$ cat config.mk
export PLATFORM = sky130hd
export DESIGN_NAME = serial_subtractor
export DESIGN_NICKNAME = d
export VERILOG_FILES = /design/src/rtl/serial_subtractor.sv
export SDC_FILE = /design/constraint.sdc
export NUM_CORES = 1
export LEC_CHECK = 0
export BUFFER_PORTS_ARGS = -buffer_cell sky130_fd_sc_hd__buf_2
export CAP_MARGIN = 40
export CELL_PAD_IN_SITES_DETAIL_PLACEMENT = 1
export CELL_PAD_IN_SITES_GLOBAL_PLACEMENT = 2
export CORE_ASPECT_RATIO = 2
export CORE_MARGIN = 10
export CORE_UTILIZATION = 40
export CTS_CLUSTER_DIAMETER = 100
export DETAILED_ROUTE_END_ITERATION = 8
export HOLD_SLACK_MARGIN = 0.06
export MAX_ROUTING_LAYER = met4
export PLACE_DENSITY = 0.85
export SYNTH_ARGS = -nofsm -noshare
export SYNTH_HDL_FRONTEND = slang
export SYNTH_SLANG_ARGS = --single-unit
export TNS_END_PERCENT = 5
$ cat constraint.sdc
create_clock -name clk -period 3.7 [get_ports clk]
set_clock_uncertainty 0.2 [all_clocks]
set_input_delay 0.555 -clock clk [delete_from_list [all_inputs] [get_ports clk]]
set_output_delay 0.555 -clock clk [all_outputs]
set_load 0.005 [all_outputs]
$ cat src/rtl/serial_subtractor.sv
// Bit-serial WIDTH-bit subtractor (diff = a - b), one bit per clock, LSB first.
// Optional signed-overflow output `ovf` is enabled by defining SERSUB_OVF_EN.
module serial_subtractor #(
  parameter int WIDTH = 8
) (
  input  logic             clk,
  input  logic             rst,
  input  logic             start,
  input  logic [WIDTH-1:0] a,
  input  logic [WIDTH-1:0] b,
  output logic             busy,
  output logic             done,
  output logic [WIDTH-1:0] diff,
  output logic             bout
`ifdef SERSUB_OVF_EN
  ,
  output logic             ovf
`endif
);

  localparam int CW = (WIDTH > 1) ? $clog2(WIDTH) : 1;

  typedef enum logic [1:0] {
    IDLE = 2'd0,
    RUN  = 2'd1,
    DONE = 2'd2
  } state_t;

  state_t           state;
  state_t           state_nxt;
  logic [WIDTH-1:0] a_sh;
  logic [WIDTH-1:0] b_sh;
  logic [WIDTH-1:0] res_sh;
  logic             br;
  logic [CW-1:0]    cnt;

  logic ai;
  logic bi;
  logic d;
  logic br_nxt;
  logic last;

  // Full-subtractor cell on the current LSBs.
  always_comb begin
    ai     = a_sh[0];
    bi     = b_sh[0];
    d      = ai ^ bi ^ br;
    br_nxt = (~ai & bi) | (~(ai ^ bi) & br);
    last   = (cnt == CW'(WIDTH - 1));
  end

  always_comb begin
    state_nxt = state;
    case (state)
      IDLE:    if (start) state_nxt = RUN;
      RUN:     if (last)  state_nxt = DONE;
      DONE:    state_nxt = IDLE;
      default: state_nxt = IDLE;
    endcase
  end

  always_ff @(posedge clk or posedge rst) begin
    if (rst) begin
      state <= IDLE;
      busy  <= 1'b0;
      done  <= 1'b0;
    end else begin
      state <= state_nxt;
      busy  <= (state_nxt == RUN);
      done  <= (state_nxt == DONE);
    end
  end

  // On the final bit the visible outputs take the completed result; until then they hold.
  always_ff @(posedge clk or posedge rst) begin
    if (rst) begin
      a_sh   <= '0;
      b_sh   <= '0;
      res_sh <= '0;
      br     <= 1'b0;
      cnt    <= '0;
      diff   <= '0;
      bout   <= 1'b0;
`ifdef SERSUB_OVF_EN
      ovf    <= 1'b0;
`endif
    end else begin
      case (state)
        IDLE: begin
          if (start) begin
            a_sh <= a;
            b_sh <= b;
            br   <= 1'b0;
            cnt  <= '0;
          end
        end
        RUN: begin
          a_sh   <= a_sh >> 1;
          b_sh   <= b_sh >> 1;
          res_sh <= {d, res_sh[WIDTH-1:1]};
          br     <= br_nxt;
          cnt    <= cnt + 1'b1;
          if (last) begin
            diff <= {d, res_sh[WIDTH-1:1]};
            bout <= br_nxt;
`ifdef SERSUB_OVF_EN
            // ai/bi are the operand MSBs here; d is the result MSB.
            ovf  <= (ai != bi) && (d != ai);
`endif
          end
        end
        default: ;
      endcase
    end
  end

endmodule
==> results by group, run 1 <==
Global routing
  – Largest net degree at the start of global routing: 41
  – Tot GR Track Use: 11.1%
  – GRT Residual Overflow: 0
  – First-pass GRT wire length: 6530 microns
  – Initial antenna violation count: 0
  – Vias in the first global route: 1374

Worst setup path
  – Slowest cell on crit path: nand3b_1
  – Cells along the critical path: ha_1 > ha_1 > nand3b_1 > mux2_2
  – CP Launch Type: flip-flop
  – CP Max Fanout: 11
  – Worst Path Buf+Inv: 0
  – CP top delay family: simple AND/OR/NAND/NOR gates
  – CP Class: flip-flop to flip-flop
  – Critical Path End Type: flip-flop
  – Slowest Stage Delay on Critical Path: 0.50 ns
  – Worst path most repeated cell: ha_1
  – Arr. time, crit path: roughly 2 ns
  – Crit path required time: 3.68 ns

Synthesis
  – Synthesized area: 1810 sq um
  – Distinct cells, synth: 18
  – Sequential cell area fraction in the yosys report: 55.2%
  – Syn Area/Cell: 12.7 sq um
  – Syn Nets: 165
  – Post-synthesis register bit count: 40
  – Synth warn: 0
  – Synthesized instance count: approximately 140

Clock network
  – Hold buffer count at cts: 0
  – # H-tree levels: 2
  – Cts repair resizes: 0
  – Clock buffer depth: 2
  – CTS tree: done
  – Clk sinks: 40
  – Clock Latency Late Sink: 0.29 ns
  – Clock root cell: clkbuf_8
  – Setup Fix Bufs, Post-CTS: 0
  – Worst-path clk slew: 0.08 ns
  – CTS buffer count: 5

Power
  – Reg power frac: between 30% and 40%
  – Worst vdd ir: 0.444 mV
  – Clk pwr share: roughly 26%
  – PwrDens: 886 nW/um^2
  – Leakage: about 1.0 nW
  – Switching Fraction: 30.3%
  – Pint: 1.34 mW
  – Combinational power share: 34.8%
  – Net Sw Power: 0.584 mW

Finish
  – Layout net count: around 190
  – Area grow syn2layout: 19.9%
  – Area of the multi-input gates: 678 sq um
  – Layout cells sized above 1: 32.9%
  – FF/Latch Area: 1000 sq um
  – N_diodes: 0
  – FILL cells: 470

Detailed routing
  – Number of DRC markers in iteration 0: 21
  – Routed Antenna Nets: 0
  – DRC Markers: 0
  – Vias per cell: 5.33
  – DR pass1 iterations: 3
  – Wire length per cell: ~18 microns
  – Vias: about 1200
  – WL final: between 4000 and 5000 microns

STA
  – Worst slew margin: 55.0%
  – Setup TNS: 0 ns
  – Crit share post-route: 54.7%
  – Setup slack after layout: 1.67 ns
  – Fmax: 494 MHz
  – Final count of hold timing violations: 0
  – Finish-stage setup viols: 0
  – RSZ-0062 raised after global routing: no
  – Max Slew Vio Count: 0
  – Minimum clock period: around 2.0 ns
  – Worst-Margin Slew: about 0.67 ns

Floorplanning
  – I/O pin total: 30
  – Starting Density: 41.3%
  – Die ar.: 7780 sq um
  – Die extent in y: 115 microns
  – Num rows: 34
  – Core Region: 4380 sq um
  – Die width: 67.6 microns

Placed design
  – GPL Wtd Cong: between 0.7 and 0.8
  – HPWL Detailed: 2780 microns
  – IO Port Bufs: 29
  – Setup WS pre-CTS: about 1.4 ns

Outcome
  – Status: finished clean

Flow run
  – MaxCap Viol Count: 0

Hold path
  – Hold Path Class: input pin to asynchronous set/reset pin
-- through the flow --
step | utilization (%) | cells | power, mW | hold slack, ns | cell area, sq um
global route | 49.6 | 227 | 2.07 | 0.226 | 2170
CTS | 48.9 | 226 | 1.95 | 0.198 | 2140
detailed placement | 45.3 | 218 | 1.44 | 0.286 | 1990
global placement | 45.3 | 218 | 1.37 | 0.288 | 1990
finish | 49.6 | 227 | 1.92 | 0.179 | 2170
floorplan | - | 143 | 1.24 | 0.270 | 1810
-- per-layer routing --
| layer | vias up | share of wire (%) | track usage (%) |
|---|---|---|---|
| li1 | 563 | - | - |
| met5 | - | 0 | - |
| met4 | 0 | 1.2 | 4.55 |
| met2 | 27 | 55 | 19.3 |
| met1 | 615 | 39 | 11.2 |
| met3 | 4 | 4.2 | 3.12 |
-- synth_stat cells --
| cell type | instances | area share [%] |
|---|---|---|
| clkbuf_1 | 3 | 0.62 |
| a22o_1 | 5 | 2.4 |
| a211oi_1 | 14 | 5.8 |
| ha_1 | 2 | 1.4 |
| dfrtp_1 | 40 | 55 |
| nor3b_1 | 15 | 6.2 |
| nor2b_2 | 1 | 0.48 |
| inv_1 | 19 | 3.9 |
| mux2_4 | 7 | 5.8 |
| buf_4 | 4 | 1.7 |
| buf_2 | 4 | 1.1 |
| mux2_2 | 8 | 5.0 |
| mux2i_1 | 2 | 1.1 |
| o21bai_1 | 1 | 0.41 |
| fa_1 | 1 | 1.1 |
| nor4b_1 | 14 | 6.8 |
| a21oi_1 | 2 | 0.55 |
| nand3b_1 | 1 | 0.41 |
-- worst paths after layout --
kind,startpoint,endpoint,slack [ns],cells past startpoint
max in group asynchronous,rst,b_sh[7],2.76,3
min in group clk,b[7],b_sh[7],0.28,2
worst max-delay path,cnt[0],diff[6],1.67,4
worst max register to register,cnt[0],diff[6],1.67,4
worst min register to register,cnt[1],cnt[1],0.31,1
worst min-delay path,rst,diff[6],0.18,3
-- flip-flops by register name, summed over array words and instances (netlist names) --
register and cells:
br 1, busy 1, done 1, state 2, cnt 3, b_sh 8, diff 8, a_sh 8
bout 1, res_sh 7
-- power by group through the flow --
stage | sequential [mW] | clock [mW] | combinational (mW)
final | 0.764 | 0.492 | 0.669
after floorplan | 0.747 | 0 | 0.497
after global placement | 0.774 | 0 | 0.599
after detailed placement | 0.792 | 0 | 0.649
after CTS | 0.786 | 0.509 | 0.654
after global routing | 0.793 | 0.525 | 0.751
-- cell type report --
cell class	count	area share (%)
flip-flops and latches	40	46.1
multi-input cells	73	31.2
repair buffers	33	8.99
clock inverters	3	4.15
inverters	19	3.28
clock buffers	5	3.17
well taps	54	3.11
-- layout by cell type, fill, tap and decap left out, drive strengths merged, types with 3 or more instances in the layout --
cell / n
a211oi: 14
a22o: 5
buf: 33
bufinv: 3
clkbuf: 5
dfrtp: 40
inv: 19
mux2: 15
nor3b: 15
nor4b: 14
-- worst reg2reg max path: stages (launching register included) --
cell	delay, ns
dfrtp_1	0.39
ha_1	0.21
ha_1	0.21
nand3b_1	0.50
mux2_2	0.41
-- cells by family (layout without fill, tap and decap cells) --
logic type	after synthesis	count (layout)	share of synthesized area (%)
fa+ha+maj	3	3	2.49
buf+inv	30	60	7.32
mux	17	17	11.9
compound gates	22	22	9.19
simple gates	31	31	13.9
flops	40	40	55.2
(Power assumes the default switching activity.)
==> inputs of run 2 (changes only) <==
Settings changed: CORE_UTILIZATION 40 to 33, PLACE_DENSITY 0.85 to 0.75.
Clock period 3.7 ns to 1.65 ns, I/O delays scaled along.
==> results by group, run 2 (synthesized netlist as in run 1, its figures left out) <==
Outcome
  – Status: finished clean

STA
  – Finish-stage setup viols: 0 (unchanged)
  – Worst-Margin Slew: 0.411 ns (-0.263 ns)
  – WHS: 0.124 ns (-0.0548 ns)
  – Minimum clock period: 1.65 ns (-0.375 ns)
  – Setup TNS: 0 ns (unchanged)
  – Crit share post-route: 100% (+45 points)
  – RSZ-0062 raised after global routing: yes
  – Worst slew margin: 72.6% (+18 points)
  – Max Slew Vio Count: 0 (unchanged)
  – Final count of hold timing violations: 0 (unchanged)
  – Fmax: 606 MHz (+23%)

Finish
  – Biggest regs: a_sh (8), b_sh (8), diff (8)
  – Area grow syn2layout: 22.4%
  – Layout net count: 202 (+4.1%)
  – N_diodes: 0 (unchanged)
  – Final Non-Filler Cells: 240 (+5.7%)
  – Most common cell after layout, fill and taps aside: dfrtp_1
  – Layout cells sized above 1: 35.6% (+2.6 points)
  – Most frequent cells in the layout: dfrtp_1 (39), buf_2 (29), inv_1 (19)

Worst setup path
  – R2r startpoint: cnt[1]
  – CP Launch Type: flip-flop
  – Critical Path End Type: flip-flop
  – CP Class: flip-flop to flip-flop
  – Worst R2R Setup Slack: 0.0002 ns (-1.67 ns)
  – CP Max Fanout: 10 (-1)
  – Crit path required time: 1.62 ns (-2.06 ns)
  – R2R Path End: diff[1]
  – Worst r2r path cells: 5 (+1)
  – Arr. time, crit path: 1.62 ns (-0.39 ns)

Detailed routing
  – M1 WL: 1700 microns (+7.5%)
  – DR pass1 iterations: 2 (-1)
  – Wire length per cell: 17.3 microns (-1.9%)
  – Met3 WL: 212 microns (+25%)
  – Highest routed layer: met4
  – WL final: 4160 microns (+3.7%)
  – DRC Markers: 0 (unchanged)
  – Vias per cell: 5.25 (-1.4%)
  – Vias: 1260 (+4.2%)
  – Routed Antenna Nets: 0 (unchanged)
  – DR WL met2: 2220 microns (+0.41%)
  – Number of DRC markers in iteration 0: 83 (+300%)

Hold path
  – Hold Crit Endpoint: a_sh[2]
  – Hold Path Class: input pin to flip-flop
  – Hold path depth: 3
  – Hold path startpoint: a[2]

Clock network
  – Clock root cell: clkbuf_8
  – Clk sinks: 40 (unchanged)
  – Clock Latency Late Sink: 0.28 ns (about the same)
  – CTS buffer count: 5 (unchanged)
  – CTS tree: done
  – # H-tree levels: 2 (unchanged)
  – Worst-path clk slew: 0.08 ns (about the same)
  – Clock buffer depth: 2 (unchanged)

Global routing
  – First-pass GRT wire length: 7110 microns (+8.9%)
  – GRT Residual Overflow: 0 (unchanged)
  – Initial antenna violation count: 0 (unchanged)
  – Vias in the first global route: 1425 (+3.7%)
  – Tot GR Track Use: 9.94% (-1.2 points)
  – Largest net degree at the start of global routing: 33 (-20%)

Floorplanning
  – Starting Density: 33.7% (-7.6 points)
  – Die ar.: 9030 sq um (+16%)
  – I/O pin total: 30 (unchanged)
  – Core Region: 5370 sq um (+23%)
  – Die width: 72.4 microns (+7.1%)
  – Num rows: 38 (+12%)
  – Die extent in y: 125 microns (+8.3%)

Placed design
  – HPWL Detailed: 3020 microns (+8.4%)
  – GPL Wtd Cong: 0.733 (+1.3%)
  – IO Port Bufs: 29 (unchanged)
  – Placed cells: 230 (+5.5%)

Power
  – Power, Total: 4.05 mW (+110%)
  – PwrDens: 1830 nW/um^2 (+110%)
  – Worst vdd ir: 0.954 mV (+110%)
  – Leakage: 1.06 nW (+1.7%)

Flow run
  – MaxCap Viol Count: 0 (unchanged)
[run 2: cell types whose count changed in the layout (fill, tap and decap cells not counted), sizes merged]
cell | before | now
dlygate4sd3 | 0 | 3
buf | 33 | 38
clkbuf | 5 | 7
bufinv | 3 | 0
[run 2: final cells by class]
type	instances	area, sq um
Clock buffer	7	96.3
Timing Repair Buffer	41	275
Inverter	19	71.3
Fill cell	586	3160
Sequential cell	40	1000
Tap cell	60	75.1
Multi-Input combinational cell	73	697
[run 2: worst max-delay path by stage]
| stage | from | endpoint | slack [ns] | depth (start not counted) |
|---|---|---|---|---|
| after floorplan | cnt[0] | bout | 0.02 | 5 |
| after global placement | cnt[0] | diff[6] | -0.006 | 5 |
| after detailed placement | cnt[0] | diff[6] | -0.03 | 5 |
| after CTS | cnt[1] | diff[1] | -0.01 | 5 |
| after global routing | cnt[1] | diff[0] | -0.03 | 5 |
| final | cnt[1] | diff[1] | 0.0002 | 5 |
[run 2: per-layer routing]
layer | vias to the layer above | global-route usage, %
li1 | 577 | -
met1 | 651 | 10.7
met3 | 5 | 3.35
met2 | 27 | 16.3
met4 | 0 | 3.71
met5 | - | -
[run 2: per-stage QoR]
stage / worst slack (ns) / utilization (%) / area (sq um)
2_1_floorplan: 0.0219 / - / 1820
3_3_place_gp: -0.00633 / 38.4 / 2070
3_5_place_dp: -0.0347 / 38.4 / 2070
4_1_cts: -0.0129 / 41.1 / 2210
5_1_grt: -0.0318 / 41.3 / 2220
6_report: 0.000210 / 41.3 / 2220
[run 2: critical path, stage by stage (launching register included)]
cell and delay (ns):
dfrtp_1 0.40, ha_2 0.19, ha_4 0.15, nand3b_1 0.13, buf_12 0.16, mux2_4 0.30
[run 2: report_power, final]
part / total [mW] / leakage (nW) / internal [mW] / switching (mW)
logic: 1.61 / 0.527 / 0.887 / 0.720
registers: 1.75 / 0.479 / 1.45 / 0.298
clock network: 0.697 / 0.0503 / 0.373 / 0.324
[run 2: timing repair]
action	CTS	global route
setup endpoints to repair	8	25
resized for setup	3	3
endpoints found under the hold margin	10	0
buffers inserted	0	0
hold buffers	3	0
